File: src/rtl/demux2_pkg.sv
// Shared constants and helpers for the buffered 1-to-2 demultiplexer.
package demux2_pkg;

  localparam int unsigned WIDTH_DEF = 32;
  localparam int unsigned DEPTH_DEF = 2;
  localparam int unsigned CNT_W     = 16;

  typedef logic [CNT_W-1:0] cnt_t;

  localparam cnt_t CNT_MAX = '1;

  function automatic cnt_t sat_inc(input cnt_t c, input logic en);
    return (en && (c != CNT_MAX)) ? c + cnt_t'(1) : c;
  endfunction

endpackage

File: src/rtl/fifo_sync.sv
// Single-clock FIFO with registered head; push when full and pop when empty are ignored.
module fifo_sync #(
  parameter int unsigned WIDTH = 32,
  parameter int unsigned DEPTH = 2
) (
  input  logic             clk,
  input  logic             rst,
  input  logic             push,
  input  logic [WIDTH-1:0] wdata,
  input  logic             pop,
  output logic             full,
  output logic             empty,
  output logic [WIDTH-1:0] head
);

  localparam int unsigned PTR_W = (DEPTH > 1) ? $clog2(DEPTH) : 1;
  localparam int unsigned OCC_W = $clog2(DEPTH + 1);

  logic [WIDTH-1:0] mem_q [DEPTH];
  logic [WIDTH-1:0] mem_d [DEPTH];
  logic [PTR_W-1:0] wr_ptr_q, wr_ptr_d;
  logic [PTR_W-1:0] rd_ptr_q, rd_ptr_d;
  logic [OCC_W-1:0] occ_q, occ_d;
  logic             do_push, do_pop;

  assign full  = (occ_q == OCC_W'(DEPTH));
  assign empty = (occ_q == '0);
  assign head  = mem_q[rd_ptr_q];

  always_comb begin
    do_push  = push && !full;
    do_pop   = pop && !empty;
    mem_d    = mem_q;
    wr_ptr_d = wr_ptr_q;
    rd_ptr_d = rd_ptr_q;
    occ_d    = occ_q;
    // DEPTH is a power of two, so natural pointer overflow wraps modulo DEPTH.
    if (do_push) begin
      mem_d[wr_ptr_q] = wdata;
      wr_ptr_d        = wr_ptr_q + PTR_W'(1);
    end
    if (do_pop) begin
      rd_ptr_d = rd_ptr_q + PTR_W'(1);
    end
    if (do_push && !do_pop) begin
      occ_d = occ_q + OCC_W'(1);
    end else if (do_pop && !do_push) begin
      occ_d = occ_q - OCC_W'(1);
    end
  end

  always_ff @(posedge clk) begin
    if (rst) begin
      for (int unsigned i = 0; i < DEPTH; i++) begin
        mem_q[i] <= '0;
      end
      wr_ptr_q <= '0;
      rd_ptr_q <= '0;
      occ_q    <= '0;
    end else begin
      mem_q    <= mem_d;
      wr_ptr_q <= wr_ptr_d;
      rd_ptr_q <= rd_ptr_d;
      occ_q    <= occ_d;
    end
  end

endmodule

File: src/rtl/demux2_buf.sv
// Buffered 1-to-2 demultiplexer: steers each accepted word into the queue chosen by s
// and counts accepted words per destination.
module demux2_buf
  import demux2_pkg::*;
#(
  parameter int unsigned WIDTH = WIDTH_DEF,
  parameter int unsigned DEPTH = DEPTH_DEF
) (
  input  logic             clk,
  input  logic             rst,
  input  logic [WIDTH-1:0] d,
  input  logic             s,
  input  logic             in_valid,
  output logic             in_ready,
  output logic [WIDTH-1:0] y0,
  output logic [WIDTH-1:0] y1,
  output logic             y0_valid,
  output logic             y1_valid,
  input  logic             y0_ready,
  input  logic             y1_ready,
  output logic [CNT_W-1:0] cnt0,
  output logic [CNT_W-1:0] cnt1
);

  logic full0, full1, empty0, empty1;
  logic push0, push1, accept;
  cnt_t cnt0_q, cnt0_d, cnt1_q, cnt1_d;

  always_comb begin
    in_ready = !rst && !(s ? full1 : full0);
    accept   = in_valid && in_ready;
    push0    = accept && !s;
    push1    = accept && s;
    cnt0_d   = sat_inc(cnt0_q, push0);
    cnt1_d   = sat_inc(cnt1_q, push1);
  end

  always_ff @(posedge clk) begin
    if (rst) begin
      cnt0_q <= '0;
      cnt1_q <= '0;
    end else begin
      cnt0_q <= cnt0_d;
      cnt1_q <= cnt1_d;
    end
  end

  fifo_sync #(.WIDTH(WIDTH), .DEPTH(DEPTH)) u_q0 (
    .clk   (clk),
    .rst   (rst),
    .push  (push0),
    .wdata (d),
    .pop   (y0_ready),
    .full  (full0),
    .empty (empty0),
    .head  (y0)
  );

  fifo_sync #(.WIDTH(WIDTH), .DEPTH(DEPTH)) u_q1 (
    .clk   (clk),
    .rst   (rst),
    .push  (push1),
    .wdata (d),
    .pop   (y1_ready),
    .full  (full1),
    .empty (empty1),
    .head  (y1)
  );

  assign y0_valid = !empty0;
  assign y1_valid = !empty1;
  assign cnt0     = cnt0_q;
  assign cnt1     = cnt1_q;

endmodule
File: config.mk
export PLATFORM = sky130hd
export DESIGN_NAME = demux2_buf
export DESIGN_NICKNAME = d
export VERILOG_FILES = /design/src/rtl/demux2_pkg.sv /design/src/rtl/fifo_sync.sv /design/src/rtl/demux2_buf.sv
export SDC_FILE = /design/constraint.sdc
export NUM_CORES = 1
export LEC_CHECK = 0
export CAP_MARGIN = 40
export CORE_UTILIZATION = 52
export CTS_BUF_LIST = sky130_fd_sc_hd__clkbuf_16
export CTS_CLUSTER_DIAMETER = 50
export DETAILED_ROUTE_END_ITERATION = 12
export GPL_ROUTABILITY_DRIVEN = 0
export PLACE_DENSITY = 0.8
export SETUP_SLACK_MARGIN = 0.5
export SKIP_LAST_GASP = 1
export SLEW_MARGIN = 10
export SYNTH_ARGS = -nofsm -noshare
export SYNTH_HDL_FRONTEND = slang
export SYNTH_SLANG_ARGS = --single-unit
File: constraint.sdc
create_clock -name clk -period 6.95 [get_ports clk]
set_clock_uncertainty 0.1 [all_clocks]
set_input_delay 1.39 -clock clk [delete_from_list [all_inputs] [get_ports clk]]
set_output_delay 1.39 -clock clk [all_outputs]
set_load 0.02 [all_outputs]
==> Word-level counts from Yosys, hierarchy flattened <==
Cells that the tools add are included.
{ "totals": {"out_inout_bits": 99, "latchBits": 0, "n_memories": 0, "mem_bits_rw": 0, "regBits": 168, "rom_bits": 0} }
{ "op_classes": {"n_shift": 0, "div": 0, "addsub": 10, "eq_ne": 4, "n_bitwise": 4, "mux": 17, "n_lt_le_gt_ge": 6, "mul": 0, "n_reduce_logical": 31} }
{ "ops": {"columns": ["operator", "n"], "rows": [
  ["32-bit two-way mux", 8],
  ["64-bit bitwise mux", 2],
  ["32-bit demux with 1-bit select", 2],
  ["16-bit by 1-bit adder with 16-bit output, second input constant", 2],
  ["16-bit inequality test, second input constant", 2],
  ["1-bit logical AND", 16],
  ["1-bit logical NOT", 11],
  ["2-bit greater-or-equal comparator, second input constant", 4],
  ["2-bit two-way mux", 4],
  ["1-bit inverter with 2-bit output", 4],
  ["1-bit adder, second input constant", 4],
  ["2-bit by 1-bit adder with 2-bit output, second input constant", 2],
  ["2-bit == test, second input constant", 2],
  ["2-bit logical NOT", 2],
  ["2-bit by 1-bit < comparator with 1-bit output, second input constant", 2],
  ["2-bit nonzero test", 2],
  ["2-bit by 1-bit subtractor with 2-bit output, second input constant", 2],
  ["1-bit two-way mux", 1]
]} }

==> Depth between registers and ports, before layout <==
{ "depth": {"ltp_word": 11, "mapped_depth": 8} }

==> Hierarchy <==
A second synthesis with hierarchy kept.
{ "unflattened": {"cells_unflattened": 880, "area_unflattened_um2": 8309.2} }
{ "by_module_without_submodules": {"columns": ["mod", "cells_per_inst", "seq_area_each_um2", "area_per_inst_um2", "instances"], "rows": [
  ["fifo_sync", 340, 1361.3, 3294.4, 2],
  ["demux2_buf", 200, 640.6, 1720.4, 1]
]} }

==> Worst setup path before layout <==
Ideal clock, no wire load.
{ "synth_path": {"path_type": "in2out", "from": "input rst", "to": "output in_ready", "arrival_time_ps": 2312, "path_buffers": 2, "slack_ps": 3148, "required_time_ps": 5460, "cell_stages": 3, "path_cell_list": "clkbuf_1 buf_1 a211oi_1"} }
{ "synth_via": {"elab_chain_len": 2} }
{ "synth_rtl": {"columns": ["item", "line_no", "rtl"], "rows": [
  ["start, declared", "demux2_buf.sv:10", "input logic rst,"],
  ["1-bit logical NOT", "demux2_buf.sv:30", "in_ready = !rst && !(s ? full1 : full0);"],
  ["1-bit logical AND", "demux2_buf.sv:30", null],
  ["end, declared", "demux2_buf.sv:14", "output logic in_ready,"]
]} }
Every way passes these cells.

==> Final worst setup path <==
{ "layout_path": {"from": "input s", "to": "output in_ready"} }
{ "layout_via": {"elab_chain_len": 3} }
{ "layout_rtl": {"columns": ["item", "line_no", "rtl"], "rows": [
  ["start, declared", "demux2_buf.sv:12", "input logic s,"],
  ["1-bit two-way mux", "demux2_buf.sv:30", null],
  ["1-bit logical NOT", "demux2_buf.sv:30", null],
  ["1-bit logical AND", "demux2_buf.sv:30", null]
]} }
Every way passes these cells.

==> results.py <==
metrics = {
    "global_routing": {
        "grt_max_degree": 70,
        "antenna_found_initial": 0,
        "grt_pass1_wl_mm": 29.79,
        "track_usage": 0.2630,
        "overflow": 0,
        "grt_pass1_vias": 5950,
    },
    "worst_setup_path": {
        "cp_top_family": "buffers and inverters",
        "critPathSlowestCell": "clkdlybuf4s50_1",
        "path_class": "in -> out",
        "rrSetupSlack_ps": 4610,
        "slowest_delay_ps": 670,
        "cp.required_ps": 5460,
        "start_kind": "input port",
        "cp_cell_sequence": "clkdlybuf4s50_1 > nor2_1 > a211oi_1 > clkdlybuf4s50_1",
        "path_buf_inv": 2,
        "cp_data_arrival_time_ps": 2990,
        "crit_top_cell": "clkdlybuf4s50_1",
        "end_kind": "output pin",
        "worstPathMaxFanout": 6,
    },
    "pwr": {
        "power_uw": 2342,
        "p_comb_frac": 0.178,
        "p_int_uw": 1691,
        "switching_power_uw": 650.9,
        "power.density_nw_per_um2": 254.6,
        "seqPwrFrac": 0.455,
        "p_sw_frac": 0.2779,
        "p_leak_uw": 0.003144,
        "clockPowerShare": 0.367,
        "peakVddDrop_uv": 157.8,
    },
    "sta": {
        "final-hold-violation-count": 0,
        "setup_violations": 0,
        "tightest_slew_ps": 898.8,
        "finalWorstSetupSlack_ps": 2468,
        "max_freq_mhz": 223.1,
        "tns_ps": 0,
        "maxSlewHeadroom": 0.3953,
        "fin_crit_sh": 0.6448,
        "rsz0062_at_grt": "false",
        "period_needed_ps": 4482,
        "final_max_slew_viol_count": 0,
    },
    "die": {
        "fp.dieArea_um2": 14230,
        "io_pins": 137,
        "rows": 42,
        "core-area_um2": 13350,
        "die_h_um": 119.3,
        "die_w_um": 119.3,
        "start_util": 0.5361,
    },
    "yosys": {
        "synth_fp_nets": 916,
        "syn_inst": 874,
        "synthFlopType": "dfxtp_1",
        "yosysTopAreaCell": "dfxtp_1",
        "syn_area_per_cell_um2": 8.187,
        "ys_seq_area_frac": 0.4700,
        "async_flop_share": 0,
        "synth_top_cell_area_share": 0.4700,
        "syn_area_um2": 7156,
        "synth_edf_count": 0,
        "netlist_top_cells_area": "dfxtp_1 47%, nand2_1 14%, mux2_2 11%",
        "yosys_warnings": 0,
        "ys_ff_latch": 168,
        "synth_cell_types": 34,
    },
    "routing": {
        "antenna_left": 0,
        "m1WireLength_mm": 8.311,
        "highest_layer": "met4",
        "drtIter0Drc": 545,
        "met3_length_um": 890,
        "vias": 6457,
        "drt_wl_total_mm": 18.02,
        "dr.pass1.iters": 7,
        "met2_length_mm": 8.531,
        "drc": 0,
        "wire_per_inst_um": 15.39,
        "via_per_inst": 5.514,
    },
    "place": {
        "post-place-ws_ps": 2429,
        "port_buffers": 136,
        "hpwl_mm": 11.17,
        "dp_cells": 1140,
        "placed_cell_area_um2": 8663,
    },
    "status": {
        "outcome": "complete, no violations",
    },
    "cells_and_area": {
        "synthToLayoutAreaGrowth_pct": 28.55,
        "final_cell_area_um2": 9199,
        "antenna_cells": 0,
        "layout-drive-gt1-share": 0.1216,
        "instances_no_fill": 1171,
        "fin_nets": 1025,
    },
    "clock_network": {
        "cts_made_buffers": 17,
        "clkTransAtPathRegs_ps": 60,
        "post_cts_buffers": 0,
        "cts-resized-gates": 0,
        "clkSinkCount": 168,
        "cts-root-buf": "clkbuf_16",
        "clock_latency_ps": 420,
        "cts_max_path_buffers": 2,
        "hold_buffers": 0,
        "cts_tree": "yes",
        "htreeDepth": 4,
    },
    "run": {
        "cap_violations": 0,
    },
    "worst_hold_path": {
        "min_path_type": "reg -> reg",
    },
}
## area by class of cell
cell class / count / area (µm²)
fill: 1110 / 4149
multi-input combinational: 642 / 3566
sequential: 168 / 3366
timing repair buffer: 149 / 1493
clock buffer: 17 / 425.4
tap: 176 / 220.2
clock inverter: 14 / 110.1
inverter: 5 / 18.77
## cells in the mapped netlist, drive strengths merged (9+ instances only)
master and instances:
nand3 14, o21ai 9, clkbuf 57, a21oi 150
or4 12, nor2b 10, nand4 9, nor4 9
mux2 72, nor2 15, dfxtp 168, or3 10
nand2 275, o31ai 9
## logic make-up (layout without fill, tap and decap cells)
| logic type | count (synthesis) | count (layout) | share of synthesized area |
|---|---|---|---|
| adders and majority gates | 4 | 4 | 0.006995 |
| AOI/OAI and AO/OA | 184 | 184 | 0.1397 |
| buffers and inverters | 64 | 185 | 0.03375 |
| DFF | 168 | 168 | 0.4700 |
| muxes | 72 | 72 | 0.1133 |
| xor gates and xnor gates | 6 | 6 | 0.007344 |
| and+or+nand+nor | 376 | 376 | 0.2289 |
## worst min-delay path: cells and delay by family (launching register included)
kind	cells	cell delay, ps
AND/OR/NAND/NOR	1	50
AO/OA/AOI/OAI	1	50
flip-flops	1	300
## sequential cells by signal, summed over array words and instances, names as in the netlist
signal,count
cnt0,16
cnt1,16
u_q0.mem_q,64
u_q0.occ_q,2
u_q0.rd_ptr_q,1
u_q0.wr_ptr_q,1
u_q1.mem_q,64
u_q1.occ_q,2
u_q1.rd_ptr_q,1
u_q1.wr_ptr_q,1
## worst paths after layout
check	endpoint	cells after the start	startpoint
max	in_ready	4	s
min	u_q0.mem_q[51]	2	u_q0.mem_q[51]
max reg2reg	cnt0[8]	5	cnt0[0]
min reg2reg	u_q0.mem_q[51]	2	u_q0.mem_q[51]
## stage by stage
step	util	hold WS [ps]
2_1_floorplan	-	332.9
3_3_place_gp	0.6446	338.5
3_5_place_dp	0.6490	342.8
4_1_cts	0.6892	351.4
5_1_grt	0.6892	366.8
6_report	0.6892	349.1
## layout by cell type (no fill, tap or decap), drive strengths merged, types with 8 or more instances in the layout
cell	instances
or3	10
nor4	9
a21oi	150
clkdlybuf4s50	135
or4	12
mux2	72
nand3	14
o21ai	9
nand4	9
nor2	15
o31ai	9
nand2	275
inv	8
dfxtp	168
buf	13
clkbuf	17
nor2b	10
## routing by layer
| metal | GRT usage | vias up |
|---|---|---|
| li1 | - | 3227 |
| met3 | 0.04837 | 24 |
| met4 | 0.09688 | 0 |
| met2 | 0.4219 | 174 |
| met1 | 0.3527 | 3032 |
| met5 | 0 | - |
## power groups by stage
stage	combinational, µW	sequential (µW)	clock, µW
after floorplan	284	1050	0
after global placement	372	1110	0
after detailed placement	416	1090	0
after CTS	419	1070	876
after global routing	448	1070	922
final	417	1070	859
Power figures use the tool's default switching activity.
==> RTL change 1 (same flow settings) <==
Change the package constant `CNT_W` from 16 to 32.
--- a/src/rtl/demux2_pkg.sv
+++ b/src/rtl/demux2_pkg.sv
@@ -3,7 +3,7 @@
 
   localparam int unsigned WIDTH_DEF = 32;
   localparam int unsigned DEPTH_DEF = 2;
-  localparam int unsigned CNT_W     = 16;
+  localparam int unsigned CNT_W     = 32;
 
   typedef logic [CNT_W-1:0] cnt_t;
 
Interface: changed (resized cnt0 and cnt1); port bits go from 137 to 169. The function was not compared with the original's and may differ.
==> RTL change 1 against the unedited design <==
Routed wire length rose by 22%. Critical path depth is the same. Via count is 24% higher. Worst setup slack better by 120 ps. Non-clock buffer count is 31 higher. Synthesized area grew 21%. Count of clock-buffer cells in the layout is the same. Sequential cell count up 32. Final cell count grew 21%. Power rose by 14%. Final area up 20%. Global-route usage shrank 0.47 points. Largest power group unchanged.
==> RTL change 1: results (changes against the unedited design) <==
status completed; clock latency on the worst-skew pair 430 ps; Net Count, Synth 1100 (+20%); Final nets 1231 (+20%); CTS H-tree depth 4 (unchanged); Met1 Wirelength 9910 µm (+19%); sequential area share after synthesis 46.4% (-0.64 points); Port Buffers 168 (+24%); vias in the first global route 7242 (+22%); leakage power 3.62 nW (+15%); prevailing post-synth register cell dfxtp_1; layout cell share with drive strength beyond 1 9.98% (-2.2 points); Synth top cells by count nand2_1, dfxtp_1, a21oi_1; critical path arrival 2870 ps (-120 ps); CP max FO 5 (-1); Clock Tree Buf Depth 2 (unchanged); ANT cells 0 (unchanged); Tot GR Track Use 25.8% (-0.47 points); R2R Path End cnt0[1]; cts bufs inserted 17 (unchanged); reg2reg path depth 7 (+2); post-synthesis mux area share 8.95% (-2.4 points); initial antenna violation count 0 (unchanged); ranking of synthesized cells by area dfxtp_1, nand2_1, a21oi_1, mux2_2, clkbuf_1; Warnings, synthesis 0 (unchanged); worst slew pin tran 861 ps (-38.0 ps); post-synthesis xor/xnor area fraction 1.72% (+0.99 points); first-pass GRT wire length 35000 µm (+18%); WL final 22000 µm (+22%); pin count of the biggest net entering global routing 119 (+70%); Layout fillers 1273 (+15%); Compound-Gate Fraction of Synth Area 15.4% (+1.4 points); R2R Setup Slk 4030 ps (-580 ps); first-pass detailed-route iteration total 6 (-1); Vias/cell 5.63 (+2.1%); WL met3 1450 µm (+63%); setup ws final 2590 ps (+122 ps); Final HPWL DP 14000 µm (+25%); Clock Pin Slew Worst Setup and Hold Paths 70 ps; WL met2 10400 µm (+22%); Worst VDD drop 0.000177 V (+12%); Detailed Route Iter0 Violations 488 (-10%); post-synthesis adder-cell area fraction 0.579% (-0.12 points); Netlist cell types 48 (+41%)
## RTL change 1: where the power goes
part	switching (mW)	internal, mW
clock	0.462	0.541
sequential	0.0408	1.19
combinational	0.238	0.196
total	0.741	1.92
## RTL change 1: kinds of logic after synthesis
family	after synthesis
multiplexers	69
flip-flops	200
XOR/XNOR	17
adder cells (fa/ha/maj)	4
AND/OR/NAND/NOR	445
buffers and inverters	81
AO/OA/AOI/OAI	242
## RTL change 1: how the worst min path moves through the flow
stage                    from              to  slack, ps  depth (start not counted)
3_3_place_gp   u_q0.mem_q[20]  u_q0.mem_q[20]        340                          2
3_5_place_dp   u_q0.mem_q[36]  u_q0.mem_q[36]        340                          2
4_1_cts        u_q0.mem_q[50]  u_q0.mem_q[50]        350                          2
5_1_grt        u_q0.mem_q[42]  u_q0.mem_q[42]        370                          2
2_1_floorplan   u_q0.mem_q[0]   u_q0.mem_q[0]        330                          2
6_report       u_q1.mem_q[43]  u_q1.mem_q[43]        350                          2
## RTL change 1: routing by layer
metal,GRT usage [%],vias to the layer above
met5,0,-
met4,7.78,0
met3,5.58,24
met2,42.9,255
met1,33.6,3755
li1,-,3946
## RTL change 1: metrics by stage
| step | hold slack [ps] | instance area [µm²] | cells | util [%] |
|---|---|---|---|---|
| CTS | 353 | 11000 | 1418 | 68.6 |
| global placement | 338 | 10400 | 1385 | 64.9 |
| detailed placement | 344 | 10400 | 1386 | 64.9 |
| floorplan | 333 | 8640 | 1058 | - |
| finish | 353 | 11000 | 1418 | 68.6 |
| global route | 367 | 11000 | 1418 | 68.6 |
## RTL change 1: cell type report
| type | count | area share [%] |
|---|---|---|
| Multi-Input combinational cell | 777 | 39.3 |
| Sequential cell | 200 | 36.3 |
| Timing Repair Buffer | 180 | 16.1 |
| Clock buffer | 17 | 3.86 |
| Tap cell | 216 | 2.45 |
| Clock inverter | 15 | 1.56 |
| Inverter | 13 | 0.443 |
## RTL change 1: worst max-delay path: cells and delay by family
| family | cells | cell delay (ps) |
|---|---|---|
| AOI/OAI and AO/OA | 1 | 230 |
| buffers and inverters | 2 | 1190 |
| and+or+nand+nor | 1 | 60 |
==> RTL change 2 (same flow settings) <==
Made on the original files. Make the reset (`rst`) asynchronous in 2 clocked blocks.
--- a/src/rtl/fifo_sync.sv
+++ b/src/rtl/fifo_sync.sv
@@ -49,7 +49,7 @@
     end
   end
 
-  always_ff @(posedge clk) begin
+  always_ff @(posedge clk or posedge rst) begin
     if (rst) begin
       for (int unsigned i = 0; i < DEPTH; i++) begin
         mem_q[i] <= '0;
--- a/src/rtl/demux2_buf.sv
+++ b/src/rtl/demux2_buf.sv
@@ -35,7 +35,7 @@
     cnt1_d   = sat_inc(cnt1_q, push1);
   end
 
-  always_ff @(posedge clk) begin
+  always_ff @(posedge clk or posedge rst) begin
     if (rst) begin
       cnt0_q <= '0;
       cnt1_q <= '0;
Behaviour: differs if rst is asserted again (counterexample within 4 cycles, from zero or initial values and one cycle with rst high); with rst held inactive, the same outputs for 4 cycles.
==> RTL change 2 against the unedited design <==
Critical path depth did not move. Largest cell class is now registers. Final area rose by 8.0%. Worst setup slack improved by 120 ps. Synthesized area rose by 7.4%. Die area rose by 7.3%. Register-to-register slack got worse by 200 ps. Maximum frequency rose by 2.8%. Count of clock-buffer cells in the layout did not move. Sequential share of layout area rose by 5.7 points. Sequential cell count did not move. Routed wire length fell by 7.2%.
Power is not compared: it rests on default switching activity, and its combinational part moved more than twofold at a synthesized area within 25%.
==> RTL change 2: results (changes against the unedited design) <==
Detailed Route Iter0 Violations 240 (-56%); CTS H-tree depth 4 (unchanged); sequential area share after synthesis 54.7% (+7.7 points); DR WL/cell 19.2 µm (+25%); Worst Hold Depth 1 (-1); Warnings, synthesis 0 (unchanged); Placed Area 0.00928 mm² (+7.1%); hold crit path type flip-flop to flip-flop; R2R Path End u_q1.mem_q[31]; status completed; Critical path origin s; Netlist cell types 48 (+41%); Final nets 715 (-30%); # resized after CTS 0 (unchanged); CTS root buf clkbuf_16; Final HPWL DP 11000 µm (-1.5%); first-pass GRT wire length 26800 µm (-10%); critical path arrival 2870 ps (-120 ps); leakage power 4.35 nW; initial antenna violation count 0 (unchanged); Clock Tree Buf Depth 2 (unchanged); worst setup path end in_ready; Synth top cells by count dfrtp_1, mux2_1, mux2_2; R2R Setup Slk 4410 ps (-200 ps); via count 4890 (-24%); cts bufs inserted 17 (unchanged); Layout fillers 1037 (-6.6%); placed cell count 838 (-26%); CP max FO 5 (-1); Worst VDD drop 0.000219 V; first-pass detailed-route iteration total 4 (-3); cell count after synthesis 536 (-39%); post-CTS setup buffer count 0 (unchanged); Top Registers u_q0.mem_q (64), u_q1.mem_q (64); Clock Pin Slew Worst Setup and Hold Paths 60 ps (about the same); Net Count, Synth 578 (-37%); ANT cells 0 (unchanged); reg2reg path depth 5 (unchanged); Tot GR Track Use 23.5% (-2.8 points); vias in the first global route 5226 (-12%); Slew Limit Fails 0 (unchanged); worst slew pin tran 851 ps (-48.1 ps); ys async rst share 100% (+100 points); pin count of the biggest net entering global routing 76 (+8.6%); clock latency on the worst-skew pair 420 ps (about the same); fin cells 870 (-26%); Port Buffers 136 (unchanged); layout cell share with drive strength beyond 1 21.7% (+9.6 points); reg-to-reg critical path startpoint u_q1.occ_q[0]; ranking of synthesized cells by area dfrtp_1, mux2_1, mux2_2, mux2_4, xor2_1
## RTL change 2: final cells by class
type | count | area, µm² | share of cell area [%]
clock buffer | 17 | 425 | 4.28
sequential | 168 | 4210 | 42.3
multi-input combinational | 338 | 3320 | 33.4
timing repair buffer | 142 | 1490 | 15.0
tap | 184 | 230 | 2.32
inverter | 6 | 32.5 | 0.327
clock inverter | 15 | 231 | 2.33
## RTL change 2: where the power goes
group	switching [mW]	internal, mW
clock network	0.383	0.669
registers	0.297	1.40
logic	0.893	1.15
total	1.57	3.21
## RTL change 2: kinds of logic after synthesis
| group | after synthesis | synth area share, % |
|---|---|---|
| XOR/XNOR | 28 | 3.19 |
| multiplexers | 202 | 31.0 |
| AND/OR/NAND/NOR | 91 | 7.05 |
| adder cells (fa/ha/maj) | 4 | 0.651 |
| buffers and inverters | 30 | 2.20 |
| flip-flops | 168 | 54.7 |
| AO/OA/AOI/OAI | 13 | 1.19 |
## RTL change 2: per-layer routing
layer / GRT usage, % / share of wire, % / vias up
met2: 39.7 / 51 / 137
met5: 0 / 0 / -
met1: 28.9 / 43 / 2520
met3: 7.10 / 5.5 / 15
met4: 7.23 / 1.1 / 0
li1: - / - / 2218
## RTL change 2: worst max-delay path: stages
cell             delay, ps
clkdlybuf4s50_1        560
nor2_1                  70
a211oi_1               210
clkdlybuf4s50_1        640
## RTL change 2: metrics by stage
stage,util [%],hold slack (ps)
floorplan,-,348
global placement,63.2,363
detailed placement,64.1,372
CTS,68.6,386
global route,68.6,392
finish,68.6,381
## RTL change 2: worst min-delay path by stage
| stage | endpoint | slack [ps] | from |
|---|---|---|---|
| finish | u_q1.mem_q[38] | 380 | u_q1.mem_q[38] |
| global route | u_q0.mem_q[43] | 390 | u_q0.mem_q[43] |
| floorplan | u_q1.occ_q[1] | 350 | u_q1.occ_q[1] |
| detailed placement | u_q0.mem_q[40] | 370 | u_q0.mem_q[40] |
| global placement | u_q1.mem_q[38] | 360 | u_q1.mem_q[38] |
| CTS | u_q0.mem_q[40] | 390 | u_q0.mem_q[40] |
